File: config.mk
export PLATFORM = sky130hd
export DESIGN_NAME = uart_transmitter
export DESIGN_NICKNAME = d
export VERILOG_FILES = /design/src/rtl/uart_transmitter.sv
export SDC_FILE = /design/constraint.sdc
export NUM_CORES = 1
export LEC_CHECK = 0
export ABC_AREA = 1
export BUFFER_PORTS_ARGS = -buffer_cell sky130_fd_sc_hd__buf_2
export CORE_MARGIN = 1
export CORE_UTILIZATION = 55
export DETAILED_ROUTE_END_ITERATION = 7
export GPL_TIMING_DRIVEN = 0
export PLACE_DENSITY = 0.75
export SETUP_SLACK_MARGIN = 0.05
export SYNTH_ARGS = -nofsm -noshare
export SYNTH_HDL_FRONTEND = slang
export SYNTH_SLANG_ARGS = --single-unit
File: constraint.sdc
create_clock -name i_clk -period 1.6 [get_ports i_clk]
set_input_delay 0.16 -clock i_clk [delete_from_list [all_inputs] [get_ports i_clk]]
set_output_delay 0.16 -clock i_clk [all_outputs]
set_load 0.005 [all_outputs]
File: src/rtl/uart_transmitter.sv
// UART transmitter: 8N1/8N2 framing, LSB first; even parity bit when UART_TX_PARITY_EN is defined.
// Start bit leaves 2 cycles after an idle transfer; one-entry holding register gives back-to-back frames.
module uart_transmitter #(
    parameter int CLKS_PER_BIT = 87,
    parameter int STOP_BITS    = 1
) (
    input  logic       i_clk,
    input  logic       i_rst_n,
    input  logic       i_tx_dv,
    input  logic [7:0] i_tx_byte,
    output logic       o_tx_ready,
    output logic       o_tx_serial,
    output logic       o_tx_active,
    output logic       o_tx_done
);
    localparam int            CW       = $clog2(CLKS_PER_BIT) + 1;
    localparam logic [CW-1:0] CNT_LAST = CW'(CLKS_PER_BIT - 1);
    localparam logic          TWO_STOP = (STOP_BITS == 2);

`ifdef UART_TX_PARITY_EN
    typedef enum logic [2:0] {IDLE, START, DATA, PARITY, STOP} state_t;
`else
    typedef enum logic [2:0] {IDLE, START, DATA, STOP} state_t;
`endif

    state_t        state_q, state_d;
    logic [CW-1:0] cnt_q, cnt_d;
    logic [2:0]    bit_idx_q, bit_idx_d;
    logic          stop_idx_q, stop_idx_d;
    logic [7:0]    shift_q, shift_d;
    logic [7:0]    hold_q, hold_d;
    logic          hold_vld_q, hold_vld_d;
    logic          serial_q, serial_d;
    logic          active_q, active_d;
    logic          end_q, end_d;
    logic          done_q, done_d;
    logic          take;
    logic          bit_end;
`ifdef UART_TX_PARITY_EN
    logic          parity_q, parity_d;
`endif

    always_comb begin
        state_d    = state_q;
        cnt_d      = cnt_q;
        bit_idx_d  = bit_idx_q;
        stop_idx_d = stop_idx_q;
        shift_d    = shift_q;
        hold_d     = hold_q;
        hold_vld_d = hold_vld_q;
        end_d      = 1'b0;
        take       = 1'b0;
        bit_end    = (cnt_q == CNT_LAST);
`ifdef UART_TX_PARITY_EN
        parity_d   = parity_q;
`endif
        if (state_q != IDLE) begin
            cnt_d = bit_end ? '0 : cnt_q + CW'(1);
        end
        case (state_q)
            IDLE: begin
                if (hold_vld_q) begin
                    take    = 1'b1;
                    state_d = START;
                end
            end
            START: begin
                if (bit_end) begin
                    state_d   = DATA;
                    bit_idx_d = '0;
                end
            end
            DATA: begin
                if (bit_end) begin
                    bit_idx_d = bit_idx_q + 3'd1;
                    if (bit_idx_q == 3'd7) begin
                        stop_idx_d = 1'b0;
`ifdef UART_TX_PARITY_EN
                        state_d    = PARITY;
`else
                        state_d    = STOP;
`endif
                    end
                end
            end
`ifdef UART_TX_PARITY_EN
            PARITY: begin
                if (bit_end) begin
                    state_d    = STOP;
                    stop_idx_d = 1'b0;
                end
            end
`endif
            STOP: begin
                if (bit_end) begin
                    if (TWO_STOP && !stop_idx_q) begin
                        stop_idx_d = 1'b1;
                    end else begin
                        end_d = 1'b1;
                        // A queued byte chains straight into the next start bit.
                        if (hold_vld_q) begin
                            take    = 1'b1;
                            state_d = START;
                        end else begin
                            state_d = IDLE;
                        end
                    end
                end
            end
            default: state_d = IDLE;
        endcase

        if (take) begin
            shift_d    = hold_q;
            hold_vld_d = 1'b0;
`ifdef UART_TX_PARITY_EN
            parity_d   = ^hold_q;
`endif
        end
        if (i_tx_dv && !hold_vld_q) begin
            hold_d     = i_tx_byte;
            hold_vld_d = 1'b1;
        end

        // Line outputs follow the state register by one cycle.
        case (state_q)
            START:   serial_d = 1'b0;
            DATA:    serial_d = shift_q[bit_idx_q];
`ifdef UART_TX_PARITY_EN
            PARITY:  serial_d = parity_q;
`endif
            default: serial_d = 1'b1;
        endcase
        active_d = (state_q != IDLE);
        done_d   = end_q;
    end

    always_ff @(posedge i_clk or negedge i_rst_n) begin
        if (!i_rst_n) begin
            state_q    <= IDLE;
            cnt_q      <= '0;
            bit_idx_q  <= '0;
            stop_idx_q <= 1'b0;
            shift_q    <= '0;
            hold_q     <= '0;
            hold_vld_q <= 1'b0;
            serial_q   <= 1'b1;
            active_q   <= 1'b0;
            end_q      <= 1'b0;
            done_q     <= 1'b0;
`ifdef UART_TX_PARITY_EN
            parity_q   <= 1'b0;
`endif
        end else begin
            state_q    <= state_d;
            cnt_q      <= cnt_d;
            bit_idx_q  <= bit_idx_d;
            stop_idx_q <= stop_idx_d;
            shift_q    <= shift_d;
            hold_q     <= hold_d;
            hold_vld_q <= hold_vld_d;
            serial_q   <= serial_d;
            active_q   <= active_d;
            end_q      <= end_d;
            done_q     <= done_d;
`ifdef UART_TX_PARITY_EN
            parity_q   <= parity_d;
`endif
        end
    end

    assign o_tx_ready  = !hold_vld_q;
    assign o_tx_serial = serial_q;
    assign o_tx_active = active_q;
    assign o_tx_done   = done_q;
endmodule

* Word-level counts from Yosys, hierarchy flattened
Cells that the tools add are included.
** Word-level totals
- Register bits after elaboration :: 35
- Input port bits :: 11
- Output and inout bits :: 4
** Operators by class
- Magnitude comparators :: 1
- Equal/unequal tests :: 10
- Muxes and demuxes :: 21
- Add/subtract/negate cells :: 2
- Reduce and logical (&&, ||, !) cells :: 8
** Operators with widths (number)
- $mux 3 :: 7
- $pmux 3 s4 :: 1
- $ne 2x2->1 const B :: 5
- $add 8x1->8 const B :: 1
- $eq 8x7->1 const B :: 1
- $mux 1 :: 8
- $mux 8 :: 1
- $eq 3x2->1 const B :: 2
- $pmux 3 s2 :: 1
- $reduce_and 5->1 :: 1
- $lt 3x4->1 const B :: 1
- $pmux 1 s2 :: 2
- $reduce_bool 2->1 :: 2
- $add 3x1->3 const B :: 1
- $bmux 1 s3 :: 1
- $eq 3x1->1 const B :: 1
- $eq 3x3->1 const B :: 1
- $logic_not 3->1 :: 1
- $reduce_and 3->1 :: 1
- $reduce_bool 3->1 :: 1
- $logic_and 1x1->1 :: 1
- $logic_not 1->1 :: 1

* Longest topological paths before layout
Gate-level depths: netlist of the first run.
- Depth after elaboration :: 5
- Gate-level depth with buffers :: 9

* Least setup slack after synthesis of the first run
OpenSTA, ideal clock, no wires.
- Path type :: reg2reg
- From :: reg state_q[0]
- To :: reg cnt_q[6]
- Period minus slack after synthesis :: 1.365 ns
- Data arrival time :: 1.248 ns
- Data required time :: 1.482 ns
- Stages on the path, launching flop included :: 9
- Setup slack :: 0.235 ns
- Cell sequence :: dfrtp_1 > inv_1 > ha_1 > inv_4 > nand3_2 > nor3_4 > nand2_1 > nand2_1 > nor2_1
** On the way
- Cells in the longest elaborated chain, start to end :: 1
** Ends and longest elaborated chain
- from (decl) :: line 26 : state_t state_q, state_d;
- from (signal assigned) :: line 155 : state_q <= state_d;
- $reduce_bool 3->1
- named net active_d :: line 34 : logic active_q, active_d;
- to (signal assigned) :: line 156 : cnt_q <= cnt_d;
- to (decl) :: line 27 : logic [CW-1:0] cnt_q, cnt_d;
The timed path passes the listed nets, and every way through them passes these cells.
A chain may end at the register's enable or synchronous reset.

* Worst setup path in the final report of the first run
- From :: reg state_q[1]
- To :: reg cnt_q[6]
The elaborated chain is that of the path after synthesis.

==> flow_metrics.py, run 1 <==
metrics = {
    "floorplan": {
        "core-area_mm2": 0.002829,
        "boundary_pin_count": 15,
        "floorplan.rows": 19,
        "design.die.area_mm2": 0.003299,
        "die_height_um": 57.44,
        "start_util_pct": 59.75,
        "fp.dieW_um": 57.44,
    },
    "flow_run": {
        "cap_violations": 0,
    },
    "worst_hold_path": {
        "hold_start": "i_tx_byte[6]",
        "worst_hold_path_type": "input pin to flip-flop",
        "holdPathEnd": "hold_q[6]",
        "worstHoldPathCells": 2,
    },
    "power_and_ir_drop": {
        "power.static_leakage_nw": 0.9959,
        "ir_drop_v": 0.001174,
        "power-per-cell-area_mw_per_mm2": 1928,
    },
    "routing": {
        "wl_per_cell_um": 13.58,
        "routed_wl_mm": 3.150,
        "post_drt_via_cell_ratio": 5.358,
        "vias": 1243,
        "drt_first_iter_violations": 56,
        "post-route-drc-count": 1,
        "firstDrtPassIters": 6,
        "drt.antenna.violating_nets": 0,
    },
    "placed_design": {
        "post-dp-hpwl_mm": 2.241,
        "final_wtd_congestion": 0.8190,
        "dpl.cell_count": 220,
        "port-buffer-count": 14,
        "post_place_cell_area_mm2": 0.001799,
    },
    "clocking": {
        "cts.sinks": 34,
        "numCtsBuffers": 5,
        "tritoncts": "done",
        "number_of_buffers_on_the_longest_clock_path": 2,
        "clkSlewWorstSetupHoldPaths_ns": 0.10,
        "clk_root_buffer_cell": "sky130_fd_sc_hd__clkbuf_4",
        "clock_tree.htree_level_count": 2,
        "clkLatencyLatePin_ns": 0.34,
    },
    "global_routing": {
        "grt_start_max_net_pins": 35,
        "grt_antenna_before_repair": 0,
        "grt_overflow": 0,
        "grtUsageTotal_pct": 21.46,
        "first_global_vias": 1223,
        "grt_pass1_wl_mm": 5.264,
    },
    "layout": {
        "antenna_cells": 0,
        "nets": 219,
        "design_area_mm2": 0.001918,
        "final_cell_count_no_fill": 232,
        "layout-drive-gt1-share_pct": 27.86,
        "synthToLayoutAreaGrowth_pct": 13.47,
    },
    "logic_synthesis": {
        "synth.most_common_cell": "sky130_fd_sc_hd__nand2_1",
        "post_synth_instance_area_mm2": 0.001690,
        "count_of_warnings_emitted_by_yosys": 0,
        "syn-instance-count": 175,
        "dominantRegCellSynth": "sky130_fd_sc_hd__dfrtp_1",
        "seq_area_frac_synth_pct": 50.41,
        "synth_seq_cells": 34,
        "postSynth.asyncResetShare_pct": 100.0,
        "synth_top_area_cell": "sky130_fd_sc_hd__dfrtp_1",
        "synth_commonest_cells": "sky130_fd_sc_hd__nand2_1, sky130_fd_sc_hd__dfrtp_1, sky130_fd_sc_hd__nand3_1",
        "netlist_top_cells_area": "sky130_fd_sc_hd__dfrtp_1, sky130_fd_sc_hd__nand2_1, sky130_fd_sc_hd__ha_1",
        "syn_area_per_cell_um2": 9.659,
        "synth_top_area_share_pct": 48.85,
        "number_of_synthesized_flops_with_an_enable_pin": 0,
        "syn_nets": 194,
        "yosys.cell_types.count": 26,
    },
    "worst_setup_path": {
        "cp_data_required_time_ns": 1.84,
        "path_common_cell": "sky130_fd_sc_hd__nand2_1",
        "critPathLaunchType": "flip-flop",
        "rr_endpoint": "cnt_q[6]",
        "critical_path.reg2reg.startpoint": "state_q[1]",
        "cp.buffers_inverters": 2,
        "critical_path_arrival_ns": 1.70,
        "rr_worst_depth": 8,
        "worstSetupStartpoint": "state_q[1]",
        "worst-r2r-setup-slack_ns": 0.14,
        "cp_slowest_cell": "sky130_fd_sc_hd__dfrtp_1",
        "timing.critical_path.slowest_cell_delay_ns": 0.43,
        "path_delay_family": "simple AND/OR/NAND/NOR gates",
        "timing.critical_path.cells": "inv_1 > ha_2 > inv_6 > nand3_2 > nor3_4 > nand2_1 > nand2_1 > nor2_1",
        "path_max_fanout": 9,
        "timing_worst_setup_path_type": "flip-flop to flip-flop",
        "worstSetupEndpointType": "flip-flop",
    },
    "sta": {
        "slew_viol_final": 0,
        "hold_viol_final": 0,
        "period_share_pct": 91.31,
        "relSlewSlack_pct": 49.97,
        "setup-tns-final_ns": 0,
        "setup_violations": 0,
        "timing.fmax_ghz": 0.6845,
        "max_slew.worst_pin.slew_ns": 0.7505,
        "rsz0062_at_grt": "yes",
        "worst_clock_skew_ns": 0.007930,
        "layout_min_cycle_time_ns": 1.461,
    },
    "status": {
        "violations": "DRC",
        "status": "complete, but fails checks",
    },
}
## repair_timing
action,CTS,global route
pin swaps,0,2
resized for setup,1,3
endpoints found under the hold margin,33,0
setup endpoints to repair,1,15
buffers inserted,0,3
hold buffers,1,0
## layer usage
layer | up-vias | GRT usage (%) | share of wire (%)
met1 | 598 | 23.24 | 40
met5 | - | 0 | 0
met2 | 27 | 39.20 | 55
met4 | 0 | 11.50 | 2.1
met3 | 7 | 4.082 | 3.3
li1 | 611 | - | -
## flip-flops by register name, indices dropped and copies added (netlist names)
register     cells
o_tx_active      1
hold_q           8
cnt_q            8
o_tx_serial      1
o_tx_done        1
bit_idx_q        3
hold_vld_q       1
shift_q          8
done_d           1
state_q          2
## how the worst max path moves through the flow
stage / endpoint / slack [ns] / cells past startpoint
final: cnt_q[6] / 0.14 / 8
after global routing: shift_q[1] / 0.04 / 9
after CTS: shift_q[0] / 0.08 / 9
after detailed placement: cnt_q[6] / 0.05 / 8
after global placement: cnt_q[6] / 0.11 / 8
after floorplan: cnt_q[6] / 0.23 / 8
## placed cells by master (no fill, tap or decap)
cell type                       netlist  layout
sky130_fd_sc_hd__nand3b_1             1       1
sky130_fd_sc_hd__inv_2                3       4
sky130_fd_sc_hd__nand2_2              4       4
sky130_fd_sc_hd__clkbuf_8             0       3
sky130_fd_sc_hd__dlygate4sd3_1        0       1
sky130_fd_sc_hd__buf_2                0      14
sky130_fd_sc_hd__nand3_4              1       1
sky130_fd_sc_hd__a21oi_1              4       4
sky130_fd_sc_hd__ha_1                 8       7
sky130_fd_sc_hd__ha_2                 0       1
sky130_fd_sc_hd__nor3b_2              1       1
sky130_fd_sc_hd__clkbuf_4             0       5
sky130_fd_sc_hd__nor3_1               1       1
sky130_fd_sc_hd__o21ai_0              6       6
sky130_fd_sc_hd__mux2_2               8       8
sky130_fd_sc_hd__nor2_4               2       2
sky130_fd_sc_hd__dfrtp_1             33      33
sky130_fd_sc_hd__buf_4                0       3
sky130_fd_sc_hd__dfstp_2              1       1
sky130_fd_sc_hd__inv_1               17      16
sky130_fd_sc_hd__nand3_2              1       1
sky130_fd_sc_hd__o21ai_2              1       1
sky130_fd_sc_hd__nand3_1             19      19
sky130_fd_sc_hd__nand2_1             45      45
sky130_fd_sc_hd__nand2_8              2       2
sky130_fd_sc_hd__xor2_1               2       2
sky130_fd_sc_hd__nor2_1              10       9
sky130_fd_sc_hd__nor2_8               1       1
sky130_fd_sc_hd__nor2_2               1       2
sky130_fd_sc_hd__o22ai_1              1       1
sky130_fd_sc_hd__inv_6                0       1
sky130_fd_sc_hd__nor3_4               1       1
## worst register-to-register path, stage by stage (launching register included)
cell	delay (ns)
sky130_fd_sc_hd__dfrtp_1	0.43
sky130_fd_sc_hd__inv_1	0.09
sky130_fd_sc_hd__ha_2	0.24
sky130_fd_sc_hd__inv_6	0.12
sky130_fd_sc_hd__nand3_2	0.11
sky130_fd_sc_hd__nor3_4	0.18
sky130_fd_sc_hd__nand2_1	0.08
sky130_fd_sc_hd__nand2_1	0.06
sky130_fd_sc_hd__nor2_1	0.04
## logic make-up (layout without fill, tap and decap cells)
family | Yosys count | count (layout) | synth area share [%]
compound gates | 12 | 12 | 3.849
xor+xnor | 2 | 2 | 1.036
buf+inv | 21 | 47 | 4.811
simple gates | 90 | 90 | 28.65
fa+ha+maj | 8 | 8 | 5.922
flops | 34 | 34 | 50.41
mux | 8 | 8 | 5.330
## where the power goes
part           internal (mW)  switching [mW]  leakage (nW)  total [mW]
registers               1.22           0.236         0.420        1.46
clock network          0.300           0.282        0.0446       0.582
logic                  0.673           0.988         0.532        1.66
total                   2.19            1.51         0.996        3.70
## cell type report
type | instances | area [um^2]
Fill cell | 226 | 910.9
Sequential cell | 34 | 852.1
Multi-Input combinational cell | 120 | 762.0
Timing Repair Buffer | 18 | 102.6
Inverter | 21 | 83.83
Clock buffer | 8 | 78.83
Tap cell | 31 | 38.79
## metrics by stage
stage	power (mW)	worst slack, ns	util, %	hold slack, ns
3_5_place_dp	3.028	0.05421	63.60	0.2630
6_report	3.699	0.1390	67.80	0.05332
5_1_grt	3.953	0.03616	67.80	0.04032
2_1_floorplan	2.651	0.2345	-	-0.1356
4_1_cts	3.642	0.07910	66.83	0.04273
3_3_place_gp	2.909	0.1144	63.60	0.2605
(Power assumes the default switching activity.)
==> inputs of run 2 (changes only) <==
Settings changed: ABC_AREA 1 to default.
==> flow_metrics.py, run 2 <==
metrics = {
    "power_and_ir_drop": {
        "power-per-cell-area_mw_per_mm2": 1882,
        "power.static_leakage_nw": 1.017,
        "power_mw": 4.024,
        "ir_drop_v": 0.001675,
    },
    "layout": {
        "ff_latch_area_um2": 853.3,
        "mostFrequentLayoutCells": "sky130_fd_sc_hd__dfrtp_1, sky130_fd_sc_hd__nand2_1, sky130_fd_sc_hd__buf_4, sky130_fd_sc_hd__buf_2, sky130_fd_sc_hd__nand3_1",
        "layout-drive-gt1-share_pct": 40.84,
        "layout_top_registers": "cnt_q x8, hold_q x8, shift_q x8",
        "synthToLayoutAreaGrowth_pct": 30.36,
        "final_cell_count_no_fill": 222,
        "fillCellCount": 183,
        "antenna_cells": 0,
        "nets": 209,
        "multi_input_area_um2": 830.8,
        "layout_commonest_cell": "sky130_fd_sc_hd__dfrtp_1",
    },
    "routing": {
        "drt_first_iter_violations": 102,
        "post_drt_via_cell_ratio": 6.095,
        "vias": 1353,
        "firstDrtPassIters": 5,
        "drt.antenna.violating_nets": 0,
        "wl_per_cell_um": 17.48,
        "post-route-drc-count": 0,
        "routed_wl_mm": 3.880,
    },
    "worst_setup_path": {
        "rr_endpoint": "state_q[1]",
        "rr_worst_depth": 7,
        "critical_path_arrival_ns": 2.21,
        "worst-r2r-setup-slack_ns": -0.36,
        "critical_path.reg2reg.startpoint": "cnt_q[0]",
        "path_max_fanout": 3,
        "cp_data_required_time_ns": 1.85,
        "worstSetupEndpointType": "flip-flop",
        "critPathLaunchType": "flip-flop",
        "timing_worst_setup_path_type": "flip-flop to flip-flop",
    },
    "logic_synthesis": {
        "count_of_warnings_emitted_by_yosys": 0,
        "synth.mux.area_fraction_pct": 10.14,
        "seq_area_frac_synth_pct": 51.95,
        "syn_nets": 166,
        "yosys.cell_types.count": 39,
        "post_synth_instance_area_mm2": 0.001640,
        "number_of_synthesized_flops_with_an_enable_pin": 0,
        "synth_top_area_cell": "sky130_fd_sc_hd__dfrtp_1",
        "post_synth_and_or_nand_nor_area_fraction_pct": 15.56,
        "synth_seq_cells": 34,
        "synth_commonest_cells": "sky130_fd_sc_hd__dfrtp_1, sky130_fd_sc_hd__nand2_1, sky130_fd_sc_hd__nand3_1",
        "netlist_top_cells_area": "sky130_fd_sc_hd__dfrtp_1, sky130_fd_sc_hd__ha_1, sky130_fd_sc_hd__mux2_2",
        "dominantRegCellSynth": "sky130_fd_sc_hd__dfrtp_1",
        "syn-instance-count": 147,
        "syn_area_per_cell_um2": 11.16,
        "synth_adder_area_share_pct": 6.102,
        "largest_family_of_logic_cells_by_synthesized_area": "simple AND/OR/NAND/NOR gates",
        "postSynth.asyncResetShare_pct": 100.0,
        "synth.most_common_cell": "sky130_fd_sc_hd__dfrtp_1",
        "synth_top_area_share_pct": 50.34,
        "synth-compound-area-share_pct": 11.82,
        "synthXorXnorAreaFrac_pct": 1.068,
    },
    "floorplan": {
        "boundary_pin_count": 15,
        "core-area_mm2": 0.002781,
        "start_util_pct": 58.97,
        "die_height_um": 56.61,
        "floorplan.rows": 19,
        "fp.dieW_um": 56.61,
        "design.die.area_mm2": 0.003205,
    },
    "clocking": {
        "clkSlewWorstSetupHoldPaths_ns": 0.11,
        "clock_tree.htree_level_count": 2,
        "number_of_buffers_on_the_longest_clock_path": 2,
        "numCtsBuffers": 5,
        "tritoncts": "done",
        "clk_root_buffer_cell": "sky130_fd_sc_hd__clkbuf_4",
        "clkLatencyLatePin_ns": 0.36,
        "cts.sinks": 34,
    },
    "global_routing": {
        "grt_start_max_net_pins": 35,
        "grt_pass1_wl_mm": 5.526,
        "grtUsageTotal_pct": 23.32,
        "first_global_vias": 1170,
        "grt_antenna_before_repair": 0,
        "grt_overflow": 0,
    },
    "sta": {
        "period_share_pct": 122.3,
        "slew_viol_final": 0,
        "hold_viol_final": 0,
        "layout_min_cycle_time_ns": 1.956,
        "hold-worst-slack_ns": 0.02502,
        "timing.fmax_ghz": 0.5112,
        "rsz0062_at_grt": "yes",
        "relSlewSlack_pct": 50.35,
        "max_slew.worst_pin.slew_ns": 0.7448,
        "worst_clock_skew_ns": 0.01029,
        "setup_violations": 21,
        "setup_ws_post_layout_ns": -0.3563,
    },
    "flow_run": {
        "cap_violations": 0,
    },
    "worst_hold_path": {
        "worstHoldPathCells": 2,
        "holdPathEnd": "hold_q[3]",
        "hold_start": "i_tx_byte[3]",
        "worst_hold_path_type": "input pin to flip-flop",
    },
    "status": {
        "status": "complete, but fails checks",
        "violations": "setup timing",
    },
    "placed_design": {
        "dpl.cell_count": 192,
        "post-dp-hpwl_mm": 2.163,
        "final_wtd_congestion": 0.7683,
        "post-place-ws_ns": -0.4485,
        "port-buffer-count": 14,
    },
}
-- run 2: changes by cell type in the layout (fill, tap and decap cells not counted), sizes merged, moves of 7 or more --
cell,before,now
buf,17,36
inv,21,8
nand2,51,20
nand3,21,10
nor2,14,7
o211ai,0,8
-- run 2: cell families (layout without fill, tap and decap cells) --
group | count (synthesis) | after routing
flip-flops | 34 | 34
buffers and inverters | 14 | 57
XOR/XNOR | 2 | 2
multiplexers | 13 | 13
AO/OA/AOI/OAI | 26 | 27
AND/OR/NAND/NOR | 50 | 50
adder cells (fa/ha/maj) | 8 | 8
-- run 2: report_power, final --
part / switching (mW) / total (mW) / internal, mW
Combinational: 0.998 / 2.05 / 1.06
Clock: 0.316 / 0.527 / 0.211
Sequential: 0.263 / 1.44 / 1.18
Total: 1.58 / 4.02 / 2.45
-- run 2: per-layer routing --
layer	part of all wire (%)	vias up	GRT usage (%)	wire length, um
met2	52	61	36.13	2005
met5	0	-	0	0
met4	2.0	0	11.50	77
li1	-	616	-	-
met1	41	668	31.13	1589
met3	5.4	8	4.839	208
-- run 2: critical path, stage by stage (launching register included) --
cell and delay [ns]:
sky130_fd_sc_hd__dfrtp_1 0.39, sky130_fd_sc_hd__inv_1 0.06, sky130_fd_sc_hd__ha_2 0.20, sky130_fd_sc_hd__nand4b_4 0.10, sky130_fd_sc_hd__or3_4 0.40, sky130_fd_sc_hd__a222oi_1 0.25
sky130_fd_sc_hd__buf_4 0.18, sky130_fd_sc_hd__mux2_4 0.29
-- run 2: through the flow --
| step | util (%) | TNS (ns) | area (um^2) |
|---|---|---|---|
| detailed placement | 63.47 | -6.217 | 1765 |
| floorplan | - | -1.952 | 1657 |
| CTS | 72.47 | -3.022 | 2016 |
| global route | 76.88 | -6.965 | 2138 |
| finish | 76.88 | -4.830 | 2138 |
| global placement | 63.47 | -5.217 | 1765 |
-- run 2: what timing repair did --
action,in CTS,in global routing
endpoints found under the setup margin,22,20
gates cloned,0,2
resized for setup,20,13
pin swaps,5,11
hold endpoints to repair,33,0
setup buffers,11,10
hold buffers,1,0
-- run 2: area by class of cell --
type	count	area share, %
plain buffers	5	2.633
clock buffers	6	2.399
clock inverters	2	0.5851
inverters	8	1.404
multi-input cells	100	38.85
flip-flops and latches	34	39.91
well taps	31	1.814
repair buffers	36	12.40
-- run 2: how the worst max path moves through the flow --
stage,start,endpoint,slack [ns]
after floorplan,cnt_q[0],state_q[1],-0.25
after detailed placement,cnt_q[0],shift_q[1],-0.45
after global routing,cnt_q[0],state_q[1],-0.44
after CTS,state_q[0],state_q[1],-0.35
final,cnt_q[0],state_q[1],-0.36
after global placement,cnt_q[0],hold_vld_q,-0.38
